`config.mk`:
```
export PLATFORM = sky130hd
export DESIGN_NAME = hdmi_fetch_scheduler_flat
export DESIGN_NICKNAME = d
export VERILOG_FILES = /design/src/rtl/hdmi_fetch_scheduler_if.sv /design/src/rtl/hdmi_fetch_scheduler.sv /design/src/flat_wrapper.sv
export SDC_FILE = /design/constraint.sdc
export NUM_CORES = 1
export LEC_CHECK = 0
export CORE_UTILIZATION = 60
export CTS_CLUSTER_DIAMETER = 200
export CTS_CLUSTER_SIZE = 20
export DETAILED_ROUTE_END_ITERATION = 8
export GPL_TIMING_DRIVEN = 0
export PLACE_DENSITY = 0.82
export SYNTH_ARGS = -nofsm -noshare
export SYNTH_HDL_FRONTEND = slang
export SYNTH_SLANG_ARGS = --single-unit
```
`constraint.sdc`:
```
create_clock -name clk -period 9.1 [get_ports clk]
set_input_delay 1.82 -clock clk [delete_from_list [all_inputs] [get_ports clk]]
set_output_delay 1.82 -clock clk [all_outputs]
set_load 0.005 [all_outputs]
```
`src/rtl/hdmi_fetch_scheduler_if.sv`:
```
// rtl/hdmi_fetch_scheduler_if.sv - AXI read-address channel plus pixel FIFO beat/pop strobes
interface hdmi_fetch_scheduler_if;
  logic        ar_valid_o;
  logic        ar_ready_i;
  logic [31:0] ar_addr_o;
  logic [7:0]  ar_len_o;
  logic        r_beat_i;
  logic        fifo_pop_i;

  modport master (
    output ar_valid_o, ar_addr_o, ar_len_o,
    input  ar_ready_i, r_beat_i, fifo_pop_i
  );

  modport slave (
    input  ar_valid_o, ar_addr_o, ar_len_o,
    output ar_ready_i, r_beat_i, fifo_pop_i
  );
endinterface

```
`src/rtl/hdmi_fetch_scheduler.sv`:
```
// rtl/hdmi_fetch_scheduler.sv - credit-throttled frame fetch sequencer; HDMI_FETCH_4K_BOUNDARY_EN splits bursts at 4 KB
module hdmi_fetch_scheduler #(
  parameter int FIFO_DEPTH = 64,
  parameter int MAX_BURST  = 16
) (
  input  logic        clk,
  input  logic        rst,
  input  logic        enable_i,
  input  logic [31:0] base_addr_i,
  input  logic [15:0] stride_i,
  input  logic [11:0] hres_i,
  input  logic [11:0] vres_i,
  input  logic [1:0]  bitcfg_i,
  input  logic        vsync_i,
  output logic        flush_o,
  output logic        frame_done_o,
  output logic        overrun_o,
  output logic        busy_o,
  hdmi_fetch_scheduler_if.master bus
);
  localparam int CW = $clog2(FIFO_DEPTH) + 1;

  typedef enum logic [2:0] {IDLE, FLUSH, FETCH, LINE_END, DONE} state_t;

  state_t          state_q, state_d;
  logic [15:0]     stride_q, stride_d;
  logic [11:0]     hres_q, hres_d, vres_q, vres_d, line_cnt_q, line_cnt_d;
  logic            bpp16_q, bpp16_d;
  logic [31:0]     line_addr_q, line_addr_d, addr_q, addr_d;
  logic [13:0]     remaining_q, remaining_d;
  logic [CW-1:0]   credits_q, credits_d;
  logic [15:0]     outstanding_q, outstanding_d;
  logic            flush_q, flush_d, ar_valid_q, ar_valid_d;
  logic [31:0]     ar_addr_q, ar_addr_d;
  logic [7:0]      ar_len_q, ar_len_d;
  logic            frame_done_q, frame_done_d, overrun_q, overrun_d, busy_q, busy_d;
  logic            hs, hold;
  logic [13:0]     hs_beats, beats_n;
`ifdef HDMI_FETCH_4K_BOUNDARY_EN
  logic [13:0]     bound_n;
`endif
  logic            unused_bitcfg;

  // Colour-mode bit 0 carries no meaning here.
  assign unused_bitcfg = bitcfg_i[0];

  function automatic logic [13:0] calc_line_words(input logic [11:0] h, input logic bpp16);
    logic [13:0] h14;
    h14 = {2'b00, h};
    if (bpp16) return (h14 + 14'd1) >> 1;
    return (h14 * 14'd3 + 14'd3) >> 2;
  endfunction

  assign bus.ar_valid_o = ar_valid_q;
  assign bus.ar_addr_o  = ar_addr_q;
  assign bus.ar_len_o   = ar_len_q;
  assign flush_o        = flush_q;
  assign frame_done_o   = frame_done_q;
  assign overrun_o      = overrun_q;
  assign busy_o         = busy_q;

  // Next-state, counters and registered-output values.
  always_comb begin
    state_d       = state_q;
    stride_d      = stride_q;
    hres_d        = hres_q;
    vres_d        = vres_q;
    bpp16_d       = bpp16_q;
    line_addr_d   = line_addr_q;
    addr_d        = addr_q;
    line_cnt_d    = line_cnt_q;
    remaining_d   = remaining_q;
    ar_valid_d    = ar_valid_q;
    ar_addr_d     = ar_addr_q;
    ar_len_d      = ar_len_q;
    overrun_d     = overrun_q;
    beats_n       = '0;

    hs       = ar_valid_q && bus.ar_ready_i;
    hold     = ar_valid_q && !bus.ar_ready_i;
    hs_beats = 14'(ar_len_q) + 14'd1;

    credits_d = credits_q - (hs ? CW'(hs_beats) : CW'(0)) + (bus.fifo_pop_i ? CW'(1) : CW'(0));
    outstanding_d = outstanding_q + (hs ? 16'(hs_beats) : 16'd0) - (bus.r_beat_i ? 16'd1 : 16'd0);

    if (state_q == IDLE) begin
      overrun_d = 1'b0;
    end else if (vsync_i && (state_q == FLUSH || state_q == FETCH || state_q == LINE_END)) begin
      overrun_d = 1'b1;
    end

    case (state_q)
      IDLE: begin
        if (enable_i && vsync_i) state_d = FLUSH;
      end
      FLUSH: begin
        stride_d    = stride_i & 16'hFFFC;
        hres_d      = hres_i;
        vres_d      = vres_i;
        bpp16_d     = bitcfg_i[1];
        line_addr_d = base_addr_i & 32'hFFFF_FFFC;
        addr_d      = base_addr_i & 32'hFFFF_FFFC;
        line_cnt_d  = '0;
        remaining_d = calc_line_words(hres_i, bitcfg_i[1]);
        credits_d   = CW'(FIFO_DEPTH);
        if (!enable_i) state_d = IDLE;
        else if (hres_i == 12'd0 || vres_i == 12'd0) state_d = DONE;
        else state_d = FETCH;
      end
      FETCH: begin
        if (hs) begin
          addr_d      = addr_q + {16'd0, hs_beats, 2'b00};
          remaining_d = remaining_q - hs_beats;
          ar_valid_d  = 1'b0;
          if (!enable_i) state_d = IDLE;
          else if (remaining_d == 14'd0) state_d = LINE_END;
        end else if (!ar_valid_q && !enable_i) begin
          state_d = IDLE;
        end
      end
      LINE_END: begin
        line_cnt_d  = line_cnt_q + 12'd1;
        line_addr_d = line_addr_q + {16'd0, stride_q};
        addr_d      = line_addr_q + {16'd0, stride_q};
        remaining_d = calc_line_words(hres_q, bpp16_q);
        if (!enable_i) state_d = IDLE;
        else if (line_cnt_q == vres_q - 12'd1) state_d = DONE;
        else state_d = FETCH;
      end
      DONE: begin
        if (!enable_i) state_d = IDLE;
        else if (vsync_i) state_d = FLUSH;
      end
      default: state_d = IDLE;
    endcase

    // A request is (re)armed from the post-update pointer so bursts can run back to back.
    beats_n = (remaining_d < 14'(MAX_BURST)) ? remaining_d : 14'(MAX_BURST);
`ifdef HDMI_FETCH_4K_BOUNDARY_EN
    bound_n = 14'((13'h1000 - {1'b0, addr_d[11:0]}) >> 2);
    if (bound_n < beats_n) beats_n = bound_n;
`endif
    if (state_d == FETCH && !hold) begin
      ar_valid_d = (remaining_d != 14'd0) && (16'(credits_d) >= 16'(beats_n));
      if (ar_valid_d) begin
        ar_addr_d = addr_d;
        ar_len_d  = 8'(beats_n - 14'd1);
      end
    end else if (state_d != FETCH) begin
      ar_valid_d = 1'b0;
    end

    flush_d      = (state_d == FLUSH);
    frame_done_d = (state_d == DONE) && (state_q != DONE);
    busy_d       = (state_d != IDLE) || (outstanding_d != 16'd0);
  end

  // State and output registers with asynchronous clear.
  always_ff @(posedge clk or posedge rst) begin
    if (rst) begin
      state_q       <= IDLE;
      stride_q      <= '0;
      hres_q        <= '0;
      vres_q        <= '0;
      bpp16_q       <= 1'b0;
      line_addr_q   <= '0;
      addr_q        <= '0;
      line_cnt_q    <= '0;
      remaining_q   <= '0;
      credits_q     <= '0;
      outstanding_q <= '0;
      flush_q       <= 1'b0;
      ar_valid_q    <= 1'b0;
      ar_addr_q     <= '0;
      ar_len_q      <= '0;
      frame_done_q  <= 1'b0;
      overrun_q     <= 1'b0;
      busy_q        <= 1'b0;
    end else begin
      state_q       <= state_d;
      stride_q      <= stride_d;
      hres_q        <= hres_d;
      vres_q        <= vres_d;
      bpp16_q       <= bpp16_d;
      line_addr_q   <= line_addr_d;
      addr_q        <= addr_d;
      line_cnt_q    <= line_cnt_d;
      remaining_q   <= remaining_d;
      credits_q     <= credits_d;
      outstanding_q <= outstanding_d;
      flush_q       <= flush_d;
      ar_valid_q    <= ar_valid_d;
      ar_addr_q     <= ar_addr_d;
      ar_len_q      <= ar_len_d;
      frame_done_q  <= frame_done_d;
      overrun_q     <= overrun_d;
      busy_q        <= busy_d;
    end
  end
endmodule

```
`src/flat_wrapper.sv`:
```
// flat-port wrapper written by rule: the top's interface ports become plain ports
module hdmi_fetch_scheduler_flat 
#(
  parameter int FIFO_DEPTH = 64,
  parameter int MAX_BURST  = 16
)
  (clk, rst, enable_i, base_addr_i, stride_i, hres_i, vres_i, bitcfg_i, vsync_i, flush_o, frame_done_o, overrun_o, busy_o, bus_ar_valid_o, bus_ar_addr_o, bus_ar_len_o, bus_ar_ready_i, bus_r_beat_i, bus_fifo_pop_i);
  hdmi_fetch_scheduler_if bus_i ();
  input  logic clk;
  input  logic rst;
  input  logic enable_i;
  input  logic [31:0] base_addr_i;
  input  logic [15:0] stride_i;
  input  logic [11:0] hres_i;
  input  logic [11:0] vres_i;
  input  logic [1:0] bitcfg_i;
  input  logic vsync_i;
  output logic flush_o;
  output logic frame_done_o;
  output logic overrun_o;
  output logic busy_o;
  output wire logic [$bits(bus_i.ar_valid_o)-1:0] bus_ar_valid_o;
  output wire logic [$bits(bus_i.ar_addr_o)-1:0] bus_ar_addr_o;
  output wire logic [$bits(bus_i.ar_len_o)-1:0] bus_ar_len_o;
  input wire logic [$bits(bus_i.ar_ready_i)-1:0] bus_ar_ready_i;
  input wire logic [$bits(bus_i.r_beat_i)-1:0] bus_r_beat_i;
  input wire logic [$bits(bus_i.fifo_pop_i)-1:0] bus_fifo_pop_i;
  assign bus_ar_valid_o = bus_i.ar_valid_o;
  assign bus_ar_addr_o = bus_i.ar_addr_o;
  assign bus_ar_len_o = bus_i.ar_len_o;
  assign bus_i.ar_ready_i = bus_ar_ready_i;
  assign bus_i.r_beat_i = bus_r_beat_i;
  assign bus_i.fifo_pop_i = bus_fifo_pop_i;
  hdmi_fetch_scheduler #(.FIFO_DEPTH(FIFO_DEPTH), .MAX_BURST(MAX_BURST)) u_core (.clk(clk), .rst(rst), .enable_i(enable_i), .base_addr_i(base_addr_i), .stride_i(stride_i), .hres_i(hres_i), .vres_i(vres_i), .bitcfg_i(bitcfg_i), .vsync_i(vsync_i), .flush_o(flush_o), .frame_done_o(frame_done_o), .overrun_o(overrun_o), .busy_o(busy_o), .bus(bus_i));
endmodule
```
### Word-level counts from Yosys, hierarchy flattened

Index checks and enable logic that the tools add are counted.

| storage, ports and cells | value |
|---|---|
| register bits after elaboration | 200 |
| bits in latches | 0 |
| RAM bits | 0 |
| ROM bits | 0 |
| input bits | 81 |
| output and inout port bits | 45 |
| word-level logic and storage cells | 114 |
| memories kept | 0 |

| operators by class | value |
|---|---|
| $add $sub $neg | 15 |
| multipliers | 2 |
| div/mod/pow operators | 0 |
| order comparisons | 2 |
| equal/unequal tests | 10 |
| shift-type cells | 0 |
| muxes and demuxes | 38 |
| bitwise operators | 0 |
| reductions and logical operators | 29 |

Operators with widths:

| kind | number |
|---|---|
| 14-bit two-way mux | 7 |
| 32-bit case mux with 3 select lines | 1 |
| 32-bit by 16-bit adder with 32-bit output | 2 |
| 32-bit case mux with 2 select lines | 1 |
| 14-bit case mux with 3 select lines | 1 |
| 3-bit two-way mux | 11 |
| 32-bit two-way mux | 1 |
| 14-bit by 2-bit adder with 14-bit output (second input constant) | 2 |
| 12-bit by 2-bit multiplier with 14-bit output (second input constant) | 2 |
| 12-bit by 1-bit adder with 13-bit output (second input constant) | 2 |
| 12-bit logical NOT | 2 |
| 12-bit case mux with 2 select lines | 1 |
| 16-bit adder | 1 |
| 16-bit nonzero test | 1 |
| 16-bit subtractor | 1 |
| 3-bit case mux with 5 select lines | 1 |
| 7-bit by 14-bit >= comparator with 1-bit output | 1 |
| 14-bit logical NOT | 1 |
| 14-bit by 5-bit less-than comparator with 1-bit output (second input constant) | 1 |
| 7-bit two-way mux | 2 |
| 14-bit nonzero test | 1 |
| 14-bit subtractor | 1 |
| 12-bit by 1-bit adder with 12-bit output (second input constant) | 1 |
| 12-bit equality test | 1 |
| 18 further kinds | 50 |

### Longest topological paths before layout

Gate-level depths: netlist (run 1).

| logic depth | value |
|---|---|
| depth in word-level cells | 11 |
| mapped depth | 29 |
| depth with buffers taken out | 27 |

### Worst setup path after synthesis (run 1)

No wires, ideal clock.

| timing | value |
|---|---|
| kind | input to register |
| start point | input port hres_i[3] |
| end point | register u_core.ar_addr_q[13] (netlist: u_core.bus.ar_addr_o[13]) |
| setup time | 128 ps |
| arrival time | 6,633 ps |
| data required time | 8,972 ps |
| setup slack | 2,340 ps |
| stages on the path | 24 |
| path buffers | 1 |
| path through | ha_1 > ha_1 > a2111oi_0 > o21ai_0 > nand2_1 > mux2i_1 > o21ai_0 > nor4b_2 > or4b_4 > nor4_4 > nand2_1 > inv_1 > ha_1 > nand2b_1 > a21o_1 > a21o_1 > a21o_1 > a21o_1 > a21oi_1 > nor2b_1 > o21ai_0 > a211oi_2 > buf_2 > mux2_1 |

| between the ends | value |
|---|---|
| word-level cells in the longest chain between the ends | 9 |
| elaborated cells between the ends (all ways) | 19 |
| those cells by class | add/sub (2); mul (1); order compare (2); eq/ne (1); mux (7); reduce/logical (6) |

RTL lines:

| item | RTL line | RTL |
|---|---|---|
| start, declared | flat_wrapper.sv:14 | `input logic [11:0] hres_i;` |
| 12-bit by 2-bit multiplier with 14-bit output / 12-bit by 1-bit adder with 13-bit output (equally long branches) | hdmi_fetch_scheduler.sv:51, hdmi_fetch_scheduler.sv:50 |  |
| 14-bit by 2-bit adder with 14-bit output / 14-bit two-way mux (equally long branches) | hdmi_fetch_scheduler.sv:51, hdmi_fetch_scheduler.sv:50 |  |
| 14-bit two-way mux | hdmi_fetch_scheduler.sv:51 | `return (h14 * 14'd3 + 14'd3) >> 2;` |
| 14-bit case mux with 3 select lines | hdmi_fetch_scheduler.sv:92 | `case (state_q)` |
| 14-bit by 5-bit less-than comparator with 1-bit output | hdmi_fetch_scheduler.sv:138 | `beats_n = (remaining_d < 14'(MAX_BURST)) ? remaining_d : 14'(MAX_BURST);` |
| 14-bit two-way mux | hdmi_fetch_scheduler.sv:138 |  |
| 7-bit by 14-bit >= comparator with 1-bit output | hdmi_fetch_scheduler.sv:144 | `ar_valid_d = (remaining_d != 14'd0) && (16'(credits_d) >= 16'(beats_n));` |
| 1-bit logical AND | hdmi_fetch_scheduler.sv:144 |  |
| 2-bit AND reduction (no source line) (*) | - |  |
| end signal, assigned | hdmi_fetch_scheduler.sv:193 | `ar_addr_q <= ar_addr_d;` |
| end, declared | hdmi_fetch_scheduler.sv:34 | `logic [31:0] ar_addr_q, ar_addr_d;` |

Mark *: on every way between the ends. The rest lies on a longest branch, timed or not. The select of a mux whose other input is x is not followed.
A chain may end at the register's enable or synchronous reset.

### Worst setup path after layout (run 1)

| timing | value |
|---|---|
| start point | input port hres_i[2] |
| end point | register u_core.ar_addr_q[3] (netlist: u_core.bus.ar_addr_o[3]) |

The elaborated chain is that of the path after synthesis.

==> flow_summary.json, run 1 <==
{
  "pin_count": 126,
  "drt-vias-per-instance": 6.28,
  "start_util": 0.614,
  "post-route-period-util": 0.869,
  "grt_max_degree": 107,
  "crit_arrival_ns": 8.22,
  "cp_data_required_time_ns": 9.42,
  "worstRegToRegCells": 29,
  "cts_buffer_depth": 2,
  "path_class": "input pin to register",
  "grt_pass1_vias": 12800,
  "grt_first_pass_wirelength_mm": 69.6,
  "synth-simple-area-share": 0.189,
  "synthTopCellsByArea": "dfrtp_1 (34%), ha_1 (11%), nand2_1 (5.8%), xnor2_1 (4.0%), a21oi_1 (3.3%)",
  "firstDrtPassIters": 6,
  "cts_root_buf": "clkbuf_16",
  "synth_flop_cell": "dfrtp_1",
  "cap_viol_max_count": 0,
  "ys_warn_count": 0,
  "die_h_microns": 157,
  "netlist_instances": 1670,
  "core_area_sq_um": 23600,
  "r2r_end": "u_core.bus.ar_addr_o[3]",
  "synth_seq_cells": 198,
  "die_w_microns": 157,
  "status": "completed",
  "postCtsSetupBuffers": 0,
  "drive_gt1_frac": 0.0378,
  "insertedDiodeCount": 0,
  "io_buffers": 120,
  "p_leak_nw": 7.58,
  "wl_per_cell_microns": 20.9,
  "cp-start-kind": "input pin",
  "seq_area_sq_um": 4950,
  "finClkSkew_ns": 0.0176,
  "final_common_cell": "nand2_1",
  "synth_compound_area_frac": 0.192,
  "synth-seq-area-share": 0.342,
  "multi_input_area_sq_um": 8870,
  "synthArstFlopShare": 1.00,
  "rr_startpoint": "u_core.bus.ar_len_o[0]",
  "htree_levels": 4,
  "antenna_left": 0,
  "p_per_area_nw_per_um2": 306,
  "die_area_sq_um": 24800,
  "holdPathEnd": "u_core.addr_q[1]",
  "fill_cells": 1857,
  "grt_setup_unrepaired": "false",
  "routed_wl_mm": 44.7,
  "synth_edf_count": 0,
  "fin_crit_ns": 7.90,
  "crit_path_end_kind": "register",
  "path_clk_slew_ns": 0.09,
  "synth_top_family_by_area": "compound AO/OA/AOI/OAI gates",
  "cts_hold_buf": 0,
  "max_slew_margin": 0.309,
  "drv_slew": 0,
  "cts_tree": "built",
  "final_nets": 2029,
  "gr-usage-all-layers": 0.370,
  "clk_latency_ns": 0.44,
  "yosys.area_share.adder": 0.121,
  "vias": 13500,
  "worstHoldStart": "u_core.addr_q[1]",
  "peakVddDrop_uv": 180,
  "cts-resized-gates": 0,
  "clock.fmax_mhz": 127,
  "yosysTopAreaCellShare": 0.342,
  "rrSetupSlack_ns": 1.48,
  "dp_hpwl_mm": 34.2,
  "postSynthAreaPerCell_sq_um": 8.69,
  "whs_path_depth": 1,
  "antenna_found_initial": 0,
  "yosysTopAreaCell": "dfrtp_1",
  "synth_xor_area_frac": 0.0706,
  "overflow": 0,
  "crit_fanout": 10,
  "synth_mux_area_frac": 0.0378,
  "worstMarginPinSlew_ns": 1.01,
  "clock-sinks": 198,
  "mostFrequentLayoutCells": "nand2_1 (224), dfrtp_1 (198), ha_1 (132)",
  "synth.cell_area_sq_um": 14500,
  "final_core_util": 0.710,
  "drt_iter0_markers": 1475,
  "numCtsBuffers": 17,
  "syn_to_final_growth_pct": 15.5,
  "finalHoldViolCount": 0,
  "hp-class": "register to register",
  "rows": 56,
  "setup_viol": 0,
  "drc": 0,
  "synth_cell_types": 86,
  "fin_setup_tns_ns": 0,
  "routabilityCongestion": 0.993
}
-- synthesized netlist by cell type (6+ instances only) --
library cell,number
a21oi_1,96
o22ai_1,15
nand4_1,14
a22oi_1,10
mux2i_1,12
xnor2_1,67
clkbuf_1,43
nand3_1,48
xor2_1,50
o21a_1,23
nand2_1,224
o2111ai_1,9
o31ai_1,9
o21ai_0,73
and2_1,17
a221o_1,10
nor2_1,117
o221ai_1,6
nor2b_1,13
or4_1,11
inv_1,114
and3_1,28
nand2b_1,20
o31a_1,7
and4_1,6
mux2_1,34
o21ai_1,7
nor3_1,28
nor4_1,14
or3_1,7
o211ai_1,14
dfrtp_1,198
a211oi_1,14
buf_1,9
a31oi_1,21
a2111oi_0,8
buf_2,9
o311ai_0,8
a311o_1,6
o21bai_1,9
a21o_1,33
ha_1,132
-- metrics by stage --
stage,setup slack [ns],hold WS (ns),instances,instance area (sq um),power [mW]
2_1_floorplan,1.88,0.446,1671,14500,3.42
3_3_place_gp,-0.810,0.461,2110,16100,4.15
3_5_place_dp,0.835,0.464,2111,16100,4.25
4_1_cts,1.26,0.489,2143,16800,5.07
5_1_grt,0.822,0.510,2143,16800,5.48
6_report,1.20,0.489,2143,16800,5.13
-- worst max path at each step --
stage | from | end | slack, ns | cells after the start
after floorplan | rst | u_core.addr_q[0] | 1.88 | 1
after global placement | rst | u_core.outstanding_q[0] | -0.81 | 2
after detailed placement | hres_i[2] | u_core.bus.ar_addr_o[3] | 0.84 | 26
after CTS | hres_i[2] | u_core.bus.ar_addr_o[3] | 1.26 | 26
after global routing | hres_i[2] | u_core.bus.ar_addr_o[3] | 0.82 | 26
final | hres_i[2] | u_core.bus.ar_addr_o[3] | 1.20 | 26
-- sequential cells by signal, indices dropped and copies added (netlist names), 3 cells and up --
| name | flops |
|---|---|
| u_core.line_cnt_q | 12 |
| u_core.remaining_q | 14 |
| u_core.bus.ar_addr_o | 32 |
| u_core.vres_q | 12 |
| u_core.state_q | 3 |
| u_core.hres_q | 12 |
| u_core.credits_q | 7 |
| u_core.bus.ar_len_o | 8 |
| u_core.addr_q | 32 |
| u_core.outstanding_q | 16 |
| u_core.stride_q | 14 |
| u_core.line_addr_q | 30 |
-- power breakdown --
part / internal [mW] / switching (mW)
clock: 0.409 / 0.391
sequential: 1.17 / 0.240
combinational: 1.27 / 1.65
total: 2.84 / 2.28
-- layer usage --
metal	global-route usage	share of wire	wire length, microns	up-vias
met5	0.00621	0	0	-
li1	-	-	-	6261
met2	0.577	0.45	20100	643
met4	0.175	0.046	2040	0
met3	0.0518	0.079	3540	110
met1	0.507	0.43	19100	6451
-- critical path, cell delays in order --
cell and delay [ns]:
clkdlybuf4s50_1 0.64, inv_1 0.11, ha_1 0.33, ha_1 0.24, a2111oi_0 0.50, o21ai_0 0.29
nand2_1 0.15, mux2i_1 0.18, o21ai_0 0.16, nor4b_2 0.29, or4b_4 0.53, nor4_4 0.49
nand2_1 0.19, inv_1 0.09, ha_1 0.21, nand2b_1 0.14, a21o_1 0.17, a21o_1 0.17
a21o_1 0.17, a21o_1 0.17, a21oi_1 0.14, nor2b_1 0.06, o21ai_0 0.22, a211oi_2 0.10
buf_2 0.29, mux2_1 0.36
-- cells by family (layout without fill, tap and decap cells) --
logic type               after synthesis  in the layout
flip-flops                           198            198
adder cells (fa/ha/maj)              137            137
other                                  1              2
AND/OR/NAND/NOR                      573            573
XOR/XNOR                             117            117
AO/OA/AOI/OAI                        416            416
multiplexers                          50             50
buffers and inverters                178            331
-- final cells by class --
cell class                 instances  area share
buffer                            62      0.0150
clock buffer                      19      0.0270
clock inverter                    13     0.00963
inverter                         116      0.0264
multi-input combinational       1295       0.529
sequential                       198       0.296
tap                              319      0.0238
timing repair buffer             121      0.0733
No activity file was read; power rests on OpenSTA's default activity.
==> run 2: changes to the inputs <==
- CAP_MARGIN: unset -> 20
- CTS_BUF_LIST: unset -> sky130_fd_sc_hd__clkbuf_16
- CTS_CLUSTER_DIAMETER: 200 -> 100
==> flow_summary.json, run 2 (synthesis gave the netlist of run 1 again) <==
{
  "dpl_cell_area_sq_um": 16100,
  "overflow": 0,
  "cts-resized-gates": 0,
  "rows": 56,
  "antenna_left": 0,
  "die_h_microns": 157,
  "peakVddDrop_uv": 169,
  "grt_setup_unrepaired": "false",
  "path_clk_slew_ns": 0.09,
  "die_area_sq_um": 24800,
  "fill_cells": 1863,
  "routabilityCongestion": 0.993,
  "wl_per_cell_microns": 20.9,
  "die_w_microns": 157,
  "final_common_cell": "nand2_1",
  "mostFrequentLayoutCells": "nand2_1 (224), dfrtp_1 (198), ha_1 (132)",
  "seq_area_sq_um": 4950,
  "io_buffers": 120,
  "cts_hold_buf": 0,
  "drv_slew": 0,
  "dp_hpwl_mm": 34.2,
  "post-route-period-util": 0.872,
  "cts_tree": "built",
  "clock.fmax_mhz": 126,
  "firstDrtPassIters": 6,
  "clk_latency_ns": 0.45,
  "crit_fanout": 10,
  "multi_input_area_sq_um": 8870,
  "postCtsSetupBuffers": 0,
  "dp_slack_ns": 0.835,
  "final_nets": 2029,
  "hp-class": "register to register",
  "holdWs_ns": 0.490,
  "fin_crit_ns": 7.94,
  "path_class": "input pin to register",
  "grt_max_degree": 107,
  "worstMarginPinSlew_ns": 0.977,
  "routed_wl_mm": 44.8,
  "max_slew_margin": 0.332,
  "cts_root_buf": "clkbuf_16",
  "grt_pass1_vias": 12800,
  "cp-start-kind": "input pin",
  "grt_first_pass_wirelength_mm": 69.7,
  "numCtsBuffers": 17,
  "setup_viol": 0,
  "crit_path_end_kind": "register",
  "finClkSkew_ns": 0.0191,
  "p_leak_nw": 7.57,
  "pin_count": 126,
  "finalHoldViolCount": 0,
  "fin_area_sq_um": 16700,
  "cp_data_required_time_ns": 9.42,
  "syn_to_final_growth_pct": 15.4,
  "core_area_sq_um": 23600,
  "drt-vias-per-instance": 6.30,
  "drc": 0,
  "final_critical_path_setup_slack_ns": 1.16,
  "clock-sinks": 198,
  "insertedDiodeCount": 0,
  "gr-usage-all-layers": 0.371,
  "crit_arrival_ns": 8.26,
  "start_util": 0.614,
  "final_core_util": 0.709,
  "p_per_area_nw_per_um2": 306,
  "drt_iter0_markers": 1484,
  "drive_gt1_frac": 0.0367,
  "cap_viol_max_count": 0,
  "cts_buffer_depth": 2,
  "antenna_found_initial": 0,
  "status": "completed",
  "htree_levels": 4,
  "vias": 13500
}
==> run 2: cell types whose count changed in the layout (fill, tap and decap cells not counted), sizes merged <==
cell    change
clkbuf      -2
clkinv      +2
==> run 2: per-layer routing <==
metal	up-vias	global-route usage	part of all wire
met5	-	0.00621	0
met2	634	0.574	0.45
met4	0	0.181	0.047
li1	6251	-	-
met3	118	0.0509	0.076
met1	6507	0.510	0.43
==> run 2: worst paths after layout <==
kind	from	end	slack [ns]	cells past startpoint
max in group asynchronous	rst	u_core.addr_q[29]	6.20	3
max	hres_i[2]	u_core.bus.ar_addr_o[3]	1.16	26
min in group asynchronous	rst	u_core.vres_q[8]	1.90	2
max reg2reg	u_core.bus.ar_len_o[0]	u_core.bus.ar_addr_o[3]	1.50	28
min reg2reg	u_core.addr_q[1]	u_core.addr_q[1]	0.49	1
min	u_core.addr_q[1]	u_core.addr_q[1]	0.49	1
==> run 2: cell type report <==
class                           instances  area share
Buffer                                 62      0.0150
Clock buffer                           17      0.0254
Clock inverter                         15      0.0101
Inverter                              116      0.0265
Multi-Input combinational cell       1295       0.530
Sequential cell                       198       0.296
Tap cell                              319      0.0238
Timing Repair Buffer                  121      0.0734
==> run 2: critical path, stage by stage <==
cell,delay [ns]
clkdlybuf4s50_1,0.64
inv_1,0.12
ha_1,0.33
ha_1,0.24
a2111oi_0,0.50
o21ai_0,0.29
nand2_1,0.15
mux2i_1,0.18
o21ai_0,0.16
nor4b_2,0.30
or4b_4,0.54
nor4_4,0.50
nand2_1,0.19
inv_1,0.09
ha_1,0.21
nand2b_1,0.14
a21o_1,0.17
a21o_1,0.17
a21o_1,0.17
a21o_1,0.17
a21oi_1,0.14
nor2b_1,0.06
o21ai_0,0.22
a211oi_2,0.10
buf_2,0.29
mux2_1,0.36
==> run 2: stage by stage <==
step                      power (mW)  instances  setup TNS, ns
after CTS                       5.05       2143              0
final                           5.12       2143              0
after floorplan                 3.42       1671              0
after global placement          4.15       2110        -155.25
after detailed placement        4.25       2111              0
after global routing            5.47       2143              0
==> run 2: power by group <==
group	total, mW	internal (mW)	leakage [nW]	switching (mW)
Sequential	1.41	1.17	2.43	0.240
Combinational	2.92	1.27	4.86	1.66
Clock	0.789	0.392	0.285	0.396
==> run 3: changes to the inputs <==
- CORE_ASPECT_RATIO: unset -> 1.25
- REMOVE_ABC_BUFFERS: unset -> 1
==> flow_summary.json, run 3 (synthesis gave the netlist of run 1 again) <==
{
  "drt_iter0_markers": 1094,
  "die_area_sq_um": 24800,
  "grt_first_pass_wirelength_mm": 65.9,
  "crit_arrival_ns": 8.61,
  "fill_cells": 1890,
  "io_buffers": 120,
  "r2r_end": "u_core.bus.ar_addr_o[6]",
  "rows": 63,
  "clk_latency_ns": 0.46,
  "dp_slack_ns": 0.510,
  "finalHoldViolCount": 0,
  "status": "completed",
  "firstDrtPassIters": 6,
  "overflow": 0,
  "worstRegToRegCells": 29,
  "swShare": 0.439,
  "routabilityCongestion": 0.970,
  "p_leak_nw": 7.55,
  "cp_data_required_time_ns": 9.43,
  "rr_startpoint": "u_core.bus.ar_len_o[0]",
  "die_w_microns": 141,
  "final_core_util": 0.705,
  "critical_path.startpoint": "hres_i[2]",
  "cts_root_buf": "clkbuf_16",
  "dp.cells": 2066,
  "path_class": "input pin to register",
  "htree_levels": 4,
  "mostFrequentLayoutCells": "nand2_1 (223), dfrtp_1 (197), ha_1 (132)",
  "grt_pass1_vias": 13100,
  "gr-usage-all-layers": 0.340,
  "crit_fanout": 11,
  "p_per_area_nw_per_um2": 301,
  "clock-sinks": 198,
  "drt-vias-per-instance": 6.28,
  "core_area_sq_um": 23700,
  "p_sw_mw": 2.21,
  "drc": 0,
  "numCtsBuffers": 17,
  "pin_count": 126,
  "finClkSkew_ns": 0.0114,
  "cp-start-kind": "input pin",
  "max_slew_margin": 0.260,
  "cap_viol_max_count": 0,
  "final_common_cell": "nand2_1",
  "combPwrFrac": 0.565,
  "pwr-share-clk": 0.151,
  "start_util": 0.611,
  "p_seq_frac": 0.283,
  "final_nets": 1980,
  "grt_setup_unrepaired": "false",
  "final_cells": 2100,
  "clock.fmax_mhz": 121,
  "critPathCapture": "u_core.bus.ar_addr_o[6]",
  "cts_buffer_depth": 2,
  "fin_crit_ns": 8.28,
  "antenna_found_initial": 0,
  "drive_gt1_frac": 0.0428,
  "die_h_microns": 176,
  "final_critical_path_setup_slack_ns": 0.817,
  "crit_path_end_kind": "register",
  "dp_hpwl_mm": 30.7,
  "vias": 13200,
  "drv_slew": 0,
  "insertedDiodeCount": 0,
  "grt_max_degree": 129,
  "hp-class": "register to register",
  "worstMarginPinSlew_ns": 1.11,
  "antenna_left": 0,
  "cts_tree": "built",
  "wl_per_cell_microns": 19.4,
  "routed_wl_mm": 40.8,
  "p_int_mw": 2.82,
  "rrSetupSlack_ns": 1.36,
  "holdWs_ns": 0.484,
  "post-route-period-util": 0.910,
  "syn_to_final_growth_pct": 15.2,
  "postCtsSetupBuffers": 0,
  "cts-resized-gates": 0,
  "peakVddDrop_uv": 149,
  "path_clk_slew_ns": 0.07,
  "cts_hold_buf": 0,
  "setup_viol": 0
}
[run 3: power groups by stage]
stage / Sequential (mW) / Clock (mW) / Combinational [mW]
floorplan: 1.37 / 0 / 2.03
global placement: 1.43 / 0 / 2.68
detailed placement: 1.43 / 0 / 2.78
CTS: 1.42 / 0.766 / 2.82
global route: 1.46 / 0.799 / 3.15
finish: 1.43 / 0.762 / 2.85
[run 3: worst min-delay path by stage]
stage	start	endpoint	slack, ns	cells past startpoint
2_1_floorplan	u_core.addr_q[0]	u_core.addr_q[0]	0.45	1
3_3_place_gp	u_core.addr_q[1]	u_core.addr_q[1]	0.46	1
3_5_place_dp	u_core.addr_q[0]	u_core.addr_q[0]	0.47	1
4_1_cts	u_core.addr_q[0]	u_core.addr_q[0]	0.49	1
5_1_grt	u_core.line_addr_q[4]	u_core.line_addr_q[4]	0.50	1
6_report	u_core.bus.ar_addr_o[1]	u_core.bus.ar_addr_o[1]	0.48	1
[run 3: routing by layer]
metal	vias to the layer above	global-route usage	share of wire
met3	160	0.0447	0.062
li1	6166	-	-
met1	6306	0.394	0.39
met2	548	0.598	0.49
met4	0	0.199	0.057
met5	-	0	0
[run 3: area by class of cell]
type                    instances  area [sq um]  area share
inverters                     116           443      0.0265
clock inverters                15           144     0.00861
multi-input cells            1295          8890       0.532
well taps                     325           407      0.0243
flip-flops and latches        198          4960       0.296
repair buffers                134          1450      0.0866
clock buffers                  17           425      0.0254
[run 3: worst max-delay path, cell delays in order]
cell and delay, ns:
clkdlybuf4s50_1 0.59, inv_1 0.15, ha_1 0.32, ha_1 0.23, a2111oi_0 0.67, o21ai_0 0.31, nand2_1 0.18, mux2i_1 0.17
o21ai_0 0.14, nor4b_2 0.29, or4b_4 0.52, nor4_4 0.51, nand2_1 0.21, inv_1 0.10, ha_1 0.22, nand2b_1 0.14
a21o_1 0.17, a21o_1 0.17, a21o_1 0.18, a21o_1 0.17, a21oi_1 0.16, nor2b_1 0.06, o21ai_0 0.28, a211oi_4 0.15
buf_8 0.23, buf_8 0.16, mux2_1 0.32
[run 3: through the flow]
step	total power [mW]	setup TNS [ns]	cell area [sq um]
global placement	4.11	-232.15	15900
global route	5.41	0	16700
finish	5.03	0	16700
floorplan	3.40	0	14300
detailed placement	4.21	0	16100
CTS	5.00	0	16700
